## src/rtl/dr_byte_fetcher.sv

```systemverilog
// dr_byte_fetcher: fetches 1-4 memory bytes MSB-first and shifts them into the data register
module dr_byte_fetcher #(
    parameter int ADDR_W  = 16,
    parameter int MEM_LAT = 2
) (
    input  logic              Clock,
    input  logic              Reset,
    input  logic              Start,
    input  logic [ADDR_W-1:0] Addr,
    input  logic [2:0]        NumBytes,
    input  logic              Signed,
    input  logic              LittleEnd,
    input  logic              Abort,
    output logic [ADDR_W-1:0] MemAddr,
    output logic              MemRead,
    input  logic [7:0]        MemData,
    output logic [7:0]        DR_I,
    output logic              DR_E,
    output logic [1:0]        DR_FunSel,
    output logic              Busy,
    output logic              Done
);
    typedef enum logic [2:0] {IDLE, REQ, WAIT, LOAD, FIN} state_t;
    localparam int WW = MEM_LAT > 1 ? $clog2(MEM_LAT) : 1;
    localparam logic [ADDR_W-1:0] ONE = 1;
    state_t state, state_nxt;
    logic [WW-1:0] wcnt;
    logic [2:0] n, idx, n_in;
    logic sgn, le, wait_end, start_ok;
    assign n_in = NumBytes > 3'd4 ? 3'd4 : NumBytes;
    assign wait_end = state == WAIT && wcnt == WW'(MEM_LAT - 1);
    assign start_ok = state == IDLE && Start;
    always_comb begin
        state_nxt = state;
        MemRead = 1'b0;
        DR_E = 1'b0;
        DR_FunSel = 2'b00;
        Busy = 1'b0;
        Done = 1'b0;
        case (state)
            IDLE: state_nxt = Start ? (n_in == 3'd0 ? FIN : REQ) : IDLE;
            REQ: begin
                MemRead = 1'b1;
                Busy = 1'b1;
                state_nxt = Abort ? IDLE : WAIT;
            end
            WAIT: begin
                Busy = 1'b1;
                state_nxt = Abort ? IDLE : wait_end ? LOAD : WAIT;
            end
            LOAD: begin
                Busy = 1'b1;
                DR_E = 1'b1;
                DR_FunSel = idx == 3'd0 ? (sgn ? 2'b00 : 2'b01) : 2'b10;
                state_nxt = Abort ? IDLE : (idx + 3'd1 < n) ? REQ : FIN;
            end
            FIN: begin
                Done = 1'b1;
                state_nxt = IDLE;
            end
            default: state_nxt = IDLE;
        endcase
    end
    // MemAddr only moves when a REQ is about to be issued, so it holds otherwise
    always_ff @(posedge Clock or negedge Reset) begin
        if (!Reset) begin
            state <= IDLE;
            MemAddr <= '0;
            DR_I <= '0;
            n <= '0;
            idx <= '0;
            wcnt <= '0;
            sgn <= 1'b0;
            le <= 1'b0;
        end else begin
            state <= state_nxt;
            wcnt <= state == WAIT ? wcnt + WW'(1) : '0;
            if (wait_end && !Abort) DR_I <= MemData;
            if (start_ok) begin
                n <= n_in;
                sgn <= Signed;
                le <= LittleEnd;
                idx <= '0;
            end
            if (start_ok && n_in != 3'd0) MemAddr <= LittleEnd ? Addr + ADDR_W'(n_in - 3'd1) : Addr;
            if (state == LOAD) idx <= idx + 3'd1;
            if (state == LOAD && state_nxt == REQ) MemAddr <= le ? MemAddr - ONE : MemAddr + ONE;
        end
    end
endmodule

```

## config.mk

```make
export PLATFORM = sky130hd
export DESIGN_NAME = dr_byte_fetcher
export DESIGN_NICKNAME = d
export VERILOG_FILES = /design/src/rtl/dr_byte_fetcher.sv
export SDC_FILE = /design/constraint.sdc
export NUM_CORES = 1
export LEC_CHECK = 0
export ABC_CLOCK_PERIOD_IN_PS = 3600
export BUFFER_PORTS_ARGS = -buffer_cell sky130_fd_sc_hd__clkbuf_2
export CAP_MARGIN = 30
export CORE_MARGIN = 3
export CORE_UTILIZATION = 39
export CTS_BUF_LIST = sky130_fd_sc_hd__clkbuf_8
export DETAILED_ROUTE_END_ITERATION = 8
export SLEW_MARGIN = 40
export SYNTH_ARGS = -nofsm -noshare
export SYNTH_HDL_FRONTEND = slang
export SYNTH_SLANG_ARGS = --single-unit
```

## constraint.sdc

```tcl
create_clock -name Clock -period 3.6 [get_ports Clock]
set_input_delay 0.72 -clock Clock [delete_from_list [all_inputs] [get_ports Clock]]
set_output_delay 0.72 -clock Clock [all_outputs]
set_load 0.1 [all_outputs]
```

; ---- Yosys cells after proc, flatten, opt, wreduce, memory -nomap -nowiden
; Cells that the tools add are included.
[totals]
regBits = 36
inputBits = 33
out_inout_bits = 30
wordCells = 57
[classes]
add_sub_neg = 6
magnitude_cmp = 2
eq_ne = 5
n_mux = 23
reduce_logical = 13
[op_table]
columns = op, n
row1 = 2-to-1 mux 16 bit, 4
row2 = 2-to-1 mux 3 bit, 7
row3 = adder 16 x 1 -> 16 bit (second input constant), 1
row4 = adder 16 bit, 1
row5 = subtractor 16 x 1 -> 16 bit (second input constant), 1
row6 = one-hot mux 3 bit (4 select lines), 1
row7 = logical NOT 3 bit, 3
row8 = 2-to-1 mux 2 bit, 4
row9 = 2-to-1 mux 1 bit, 7
row10 = equality test 3 x 1 -> 1 bit (second input constant), 2
row11 = equality test 3 x 2 -> 1 bit (second input constant), 2
row12 = logical AND 1 bit, 5
row13 = nonzero test 2 bit, 2
row14 = subtractor 3 x 1 -> 4 bit (second input constant), 1
row15 = adder 3 x 1 -> 3 bit (second input constant), 1
row16 = equality test 3 bit (second input constant), 1
row17 = greater-than comparator 3 bit (second input constant), 1
row18 = less-than comparator 3 bit, 1
row19 = nonzero test 3 bit, 1
row20 = OR reduction 3 bit, 1
row21 = adder 1 bit (second input constant), 1
row22 = logical NOT 1 bit, 1

; ---- Longest topological paths before layout
[depth]
word_depth = 9
mapped_depth = 11
ltp_nobuf = 11

; ---- Worst setup path before layout
; OpenSTA, ideal clock, no wires.
[synth_timing]
path_kind = reg-to-output
start = register state[2]
end = output DR_FunSel[0]
arrival_ns = 4.083
required_time_ns = 2.880
setup_slack_ns = -1.203
stages_incl_launch_ff = 5
path_buffers = 2
path_cell_list = dfrtp_1 buf_2 or2_2 clkbuf_1 nor4b_1
[synth_via]
elab_chain_cells = 2
[synth_lines]
columns = element, line_no
row1 = "start, declared", 26  ; state_t state, state_nxt;
row2 = "start signal, assigned", 76  ; state <= state_nxt;
row3 = equality test 3 x 2 -> 1 bit, 40  ; case (state)
row4 = 2-to-1 mux 2 bit, 40
row5 = "end, declared", 19  ; output logic [1:0] DR_FunSel,
; No other way between the ends.

; ---- Worst setup path after layout
[layout_timing]
start = register le
end = register MemAddr[13]
[layout_via]
elab_chain_cells = 2
[layout_lines]
columns = element, line_no
row1 = "start, declared", 29  ; logic sgn, le, wait_end, start_ok;
row2 = "start signal, assigned", 82  ; le <= LittleEnd;
row3 = 2-to-1 mux 16 bit (2 in a row), 87  ; if (state == LOAD && state_nxt == REQ) MemAddr <= le ? MemAddr - ONE : MemAddr + ONE;
row4 = "end signal, assigned", 85  ; if (start_ok && n_in != 3'd0) MemAddr <= LittleEnd ? Addr + ADDR_W'(n_in - 3'd1) : Addr;
row5 = "end signal, assigned", 87
row6 = "end, declared", 14  ; output logic [ADDR_W-1:0] MemAddr,
; No other way between the ends.
; A chain may end at the register's enable or synchronous reset.

==> results by group <==
Global route
  • Global-route wire length before repair: ~13,000 µm
  • Gr usage total: 0.185
  • Largest net degree at the start of global routing: 37
  • Vias in the first global route: between 2,000 and 3,000
  • Initial antenna violation count: 0
  • GRT overflow: 0

Finish
  • Most common cell after layout, fill and taps aside: clkbuf_2
  • Commonest cells after routing, fill and taps aside: 61 x clkbuf_2, 36 x dfrtp_1, 35 x ha_1, 34 x nand2_1, 31 x o21ai_0
  • Fill cells: just under 800
  • Layout area overhead: 16.6%
  • Area used by multi-input combinational logic: 0.00218 mm²
  • Diodes inserted: 0
  • Final Net Count: roughly 500
  • Layout cells sized above 1: 0.208
  • Reg area: approximately 900 µm²
  • Post-Layout Cell Count: roughly 530

STA
  • Max frequency: roughly 340 MHz
  • Worst-Margin Slew: 760 ps
  • Rel. slew slack: 0.493
  • RSZ-0062 raised after global routing: false
  • Final-report hold violation count: 0
  • Max-slew violations: 0
  • Crit share post-route: 0.819
  • Setup TNS: 0 ps
  • Period minus WS final: slightly below 3000 ps
  • Final Setup Violations: 0
  • Fin Clk Skew: ~6.0 ps

Setup path
  • Crit-path leading delay family: compound AO/OA/AOI/OAI gates
  • Worst R2R Path Depth: 8
  • Worst Setup End Kind: flip-flop
  • Critical-path cell list: ha_1 > a21oi_1 > o21ai_0 > or3_1 > o21ai_1 > o21ai_0 > a221oi_1 > o21ai_0
  • Crit Path Class: reg2reg
  • Worst path slowest cell: dfrtp_1
  • Most used cell, CP: o21ai_0
  • Startpoint types: flip-flop
  • CP Data Arrival Time: 3090 ps
  • Crit path buf inv count: 0
  • Required @ worst endpoint: approximately 3700 ps
  • Worst stage delay on the critical path: 810 ps
  • CP Max Fanout: 16
  • WP depth: 8

Clock tree
  • Skew-Pair Late Insertion Delay: a little under 300 ps
  • Cts repair resizes: 0
  • Sink Count: 36
  • Htree depth: 2
  • CTS Buf Count: 5
  • Root buffer cell: clkbuf_8
  • Clock-pin slew on the worst setup and hold paths: ~80 ps
  • CTS Hold Buffers Added: 0
  • CTS tree: done
  • Postcts setup bufs: 0
  • Clock buffer depth: 2

Logic synthesis
  • Post-Syn Nets: 441
  • Post-synthesis mux area share: 0.0537
  • YS warnings: 0
  • Post-synth EDFFs: 0
  • Post-synthesis cell count: roughly 370
  • Synth area leaders: dfrtp_1 28%, ha_1 14%, o21ai_0 4.9%
  • Adder-Cell Fraction of Synth Area: 0.150
  • Yosys top cell area share: 0.282
  • Top_reg_cell synth: dfrtp_1
  • Post-synthesis cell area: between 0.003 and 0.004 mm²
  • Async SR Flop Fraction: 1.00
  • Synth Area in Simple Gates: 0.173
  • Count of cell types in the netlist: 56
  • XOR/XNOR Fraction of Synth Area: 0.0714
  • Yosys reg bits: 36
  • Main combinational cell family by area after synthesis: compound AO/OA/AOI/OAI gates
  • Part of the Yosys area used for sequential elements: 0.282
  • Post-synthesis compound-gate area fraction: 0.232
  • Post-synth top area cell: dfrtp_1
  • Syn_area_per_cell: approximately 8.6 µm²

Detailed routing
  • Vias per cell: between 5 and 6
  • Drt drc: 0
  • Drt first-iter violations: 61
  • Via count: 2,920
  • Antenna-violating nets left: 0
  • DR pass1 iterations: 4
  • WL/cell: around 16 µm
  • Detailed Route WL: approximately 8400 µm

Floorplanning
  • Die H: 96.5 µm
  • Initial Util: 0.407
  • Core Area: roughly 0.0078 mm²
  • Site Rows: 32
  • I/O pins: 63
  • Die footprint: roughly 0.0093 mm²
  • Die W: 96.5 µm

Placed design
  • Final GP Congestion: 0.855
  • Dpl hpwl: 6410 µm
  • Placed instance count: 526
  • Port Buf Inserts: 62

Power
  • Static leakage: about 1.8 nW
  • Power Density: roughly 1000 mW/mm²
  • Pwr Total: 3.71 mW
  • Worst VDD drop: ~0.62 mV

Job
  • Max-cap violation count: 0

Min path
  • Worst hold-check path type: in2async

Outcome
  • Status: finished clean
[cell families after synthesis]
group | after synthesis
buf+inv | 28
flops | 36
simple gates | 113
mux | 16
compound gates | 115
xor+xnor | 26
fa+ha+maj | 37
[synthesized netlist by cell type (2+ instances only)]
cell type	count
a31oi_1	3
o211ai_1	3
nor2_1	29
or3_1	4
o32ai_1	3
mux2i_1	7
o2111ai_1	2
nand4_1	3
and3_1	2
dfrtp_1	36
and4_1	2
o31ai_1	4
a221oi_1	3
and2_1	3
buf_2	5
ha_1	35
nor4b_1	2
nand2_1	34
inv_1	15
nor3b_1	2
a21o_1	7
nand2b_1	7
o211a_1	2
nand4b_1	2
o22ai_1	3
nor2b_1	3
nor3_1	8
fa_1	2
a21oi_1	29
a211oi_1	6
o21ai_0	31
o221ai_1	3
xor2_1	12
clkbuf_1	5
mux2_2	9
xnor2_1	14
a211o_1	2
nand3_1	7
o21a_1	5
[final timing paths]
check,endpoint,slack (ps),from
max,MemAddr[13]$_DFFE_PN0P_,650,le$_DFFE_PN0P_
min,idx[2]$_DFFE_PN0P_,420,Reset
max reg2reg,MemAddr[13]$_DFFE_PN0P_,650,le$_DFFE_PN0P_
min reg2reg,wcnt$_DFF_PN0_,440,wcnt$_DFF_PN0_
max in group asynchronous,MemAddr[10]$_DFFE_PN0P_,2820,Reset
min in group Clock,wcnt$_DFF_PN0_,440,wcnt$_DFF_PN0_
[worst reg2reg max path: cells and delay by family, from the launching register on]
kind / cells / cell delay, ps
compound gates: 6 / 1280
flops: 1 / 810
fa+ha+maj: 1 / 410
simple gates: 1 / 310
[area by class of cell]
type,count,area share
clock buffer,5,0.0185
clock inverter,3,0.0114
inverter,16,0.0161
multi-input combinational,307,0.587
sequential,36,0.242
tap,102,0.0343
timing repair buffer,65,0.0901
[flip-flops by register name (all words and copies together), names as in the netlist]
signal,cells
MemAddr,16
idx,3
le,1
state,3
DR_I,8
wcnt,1
sgn,1
n,3
[through the flow]
stage               instance area [µm²]  utilization  hold WS [ps]  setup WS, ps
floorplan                          3200            -           409           138
global placement                   3610        0.460           424           477
detailed placement                 3610        0.460           426           397
CTS                                3720        0.474           431           659
global route                       3720        0.474           460           379
finish                             3720        0.474           425           652
[per-layer routing]
layer | share of wire | up-vias | GRT usage
li1 | - | 1492 | -
met1 | 0.47 | 1369 | 0.245
met2 | 0.48 | 52 | 0.310
met3 | 0.040 | 7 | 0.0325
met4 | 0.011 | 0 | 0.0514
met5 | 0 | - | 0
[report_power, final]
group / switching (mW) / leakage [nW] / internal, mW
logic: 1.88 / 1.28 / 0.724
clock network: 0.162 / 0.0541 / 0.205
registers: 0.174 / 0.453 / 0.566
Note: power is estimated with default switching activity, not from simulation.
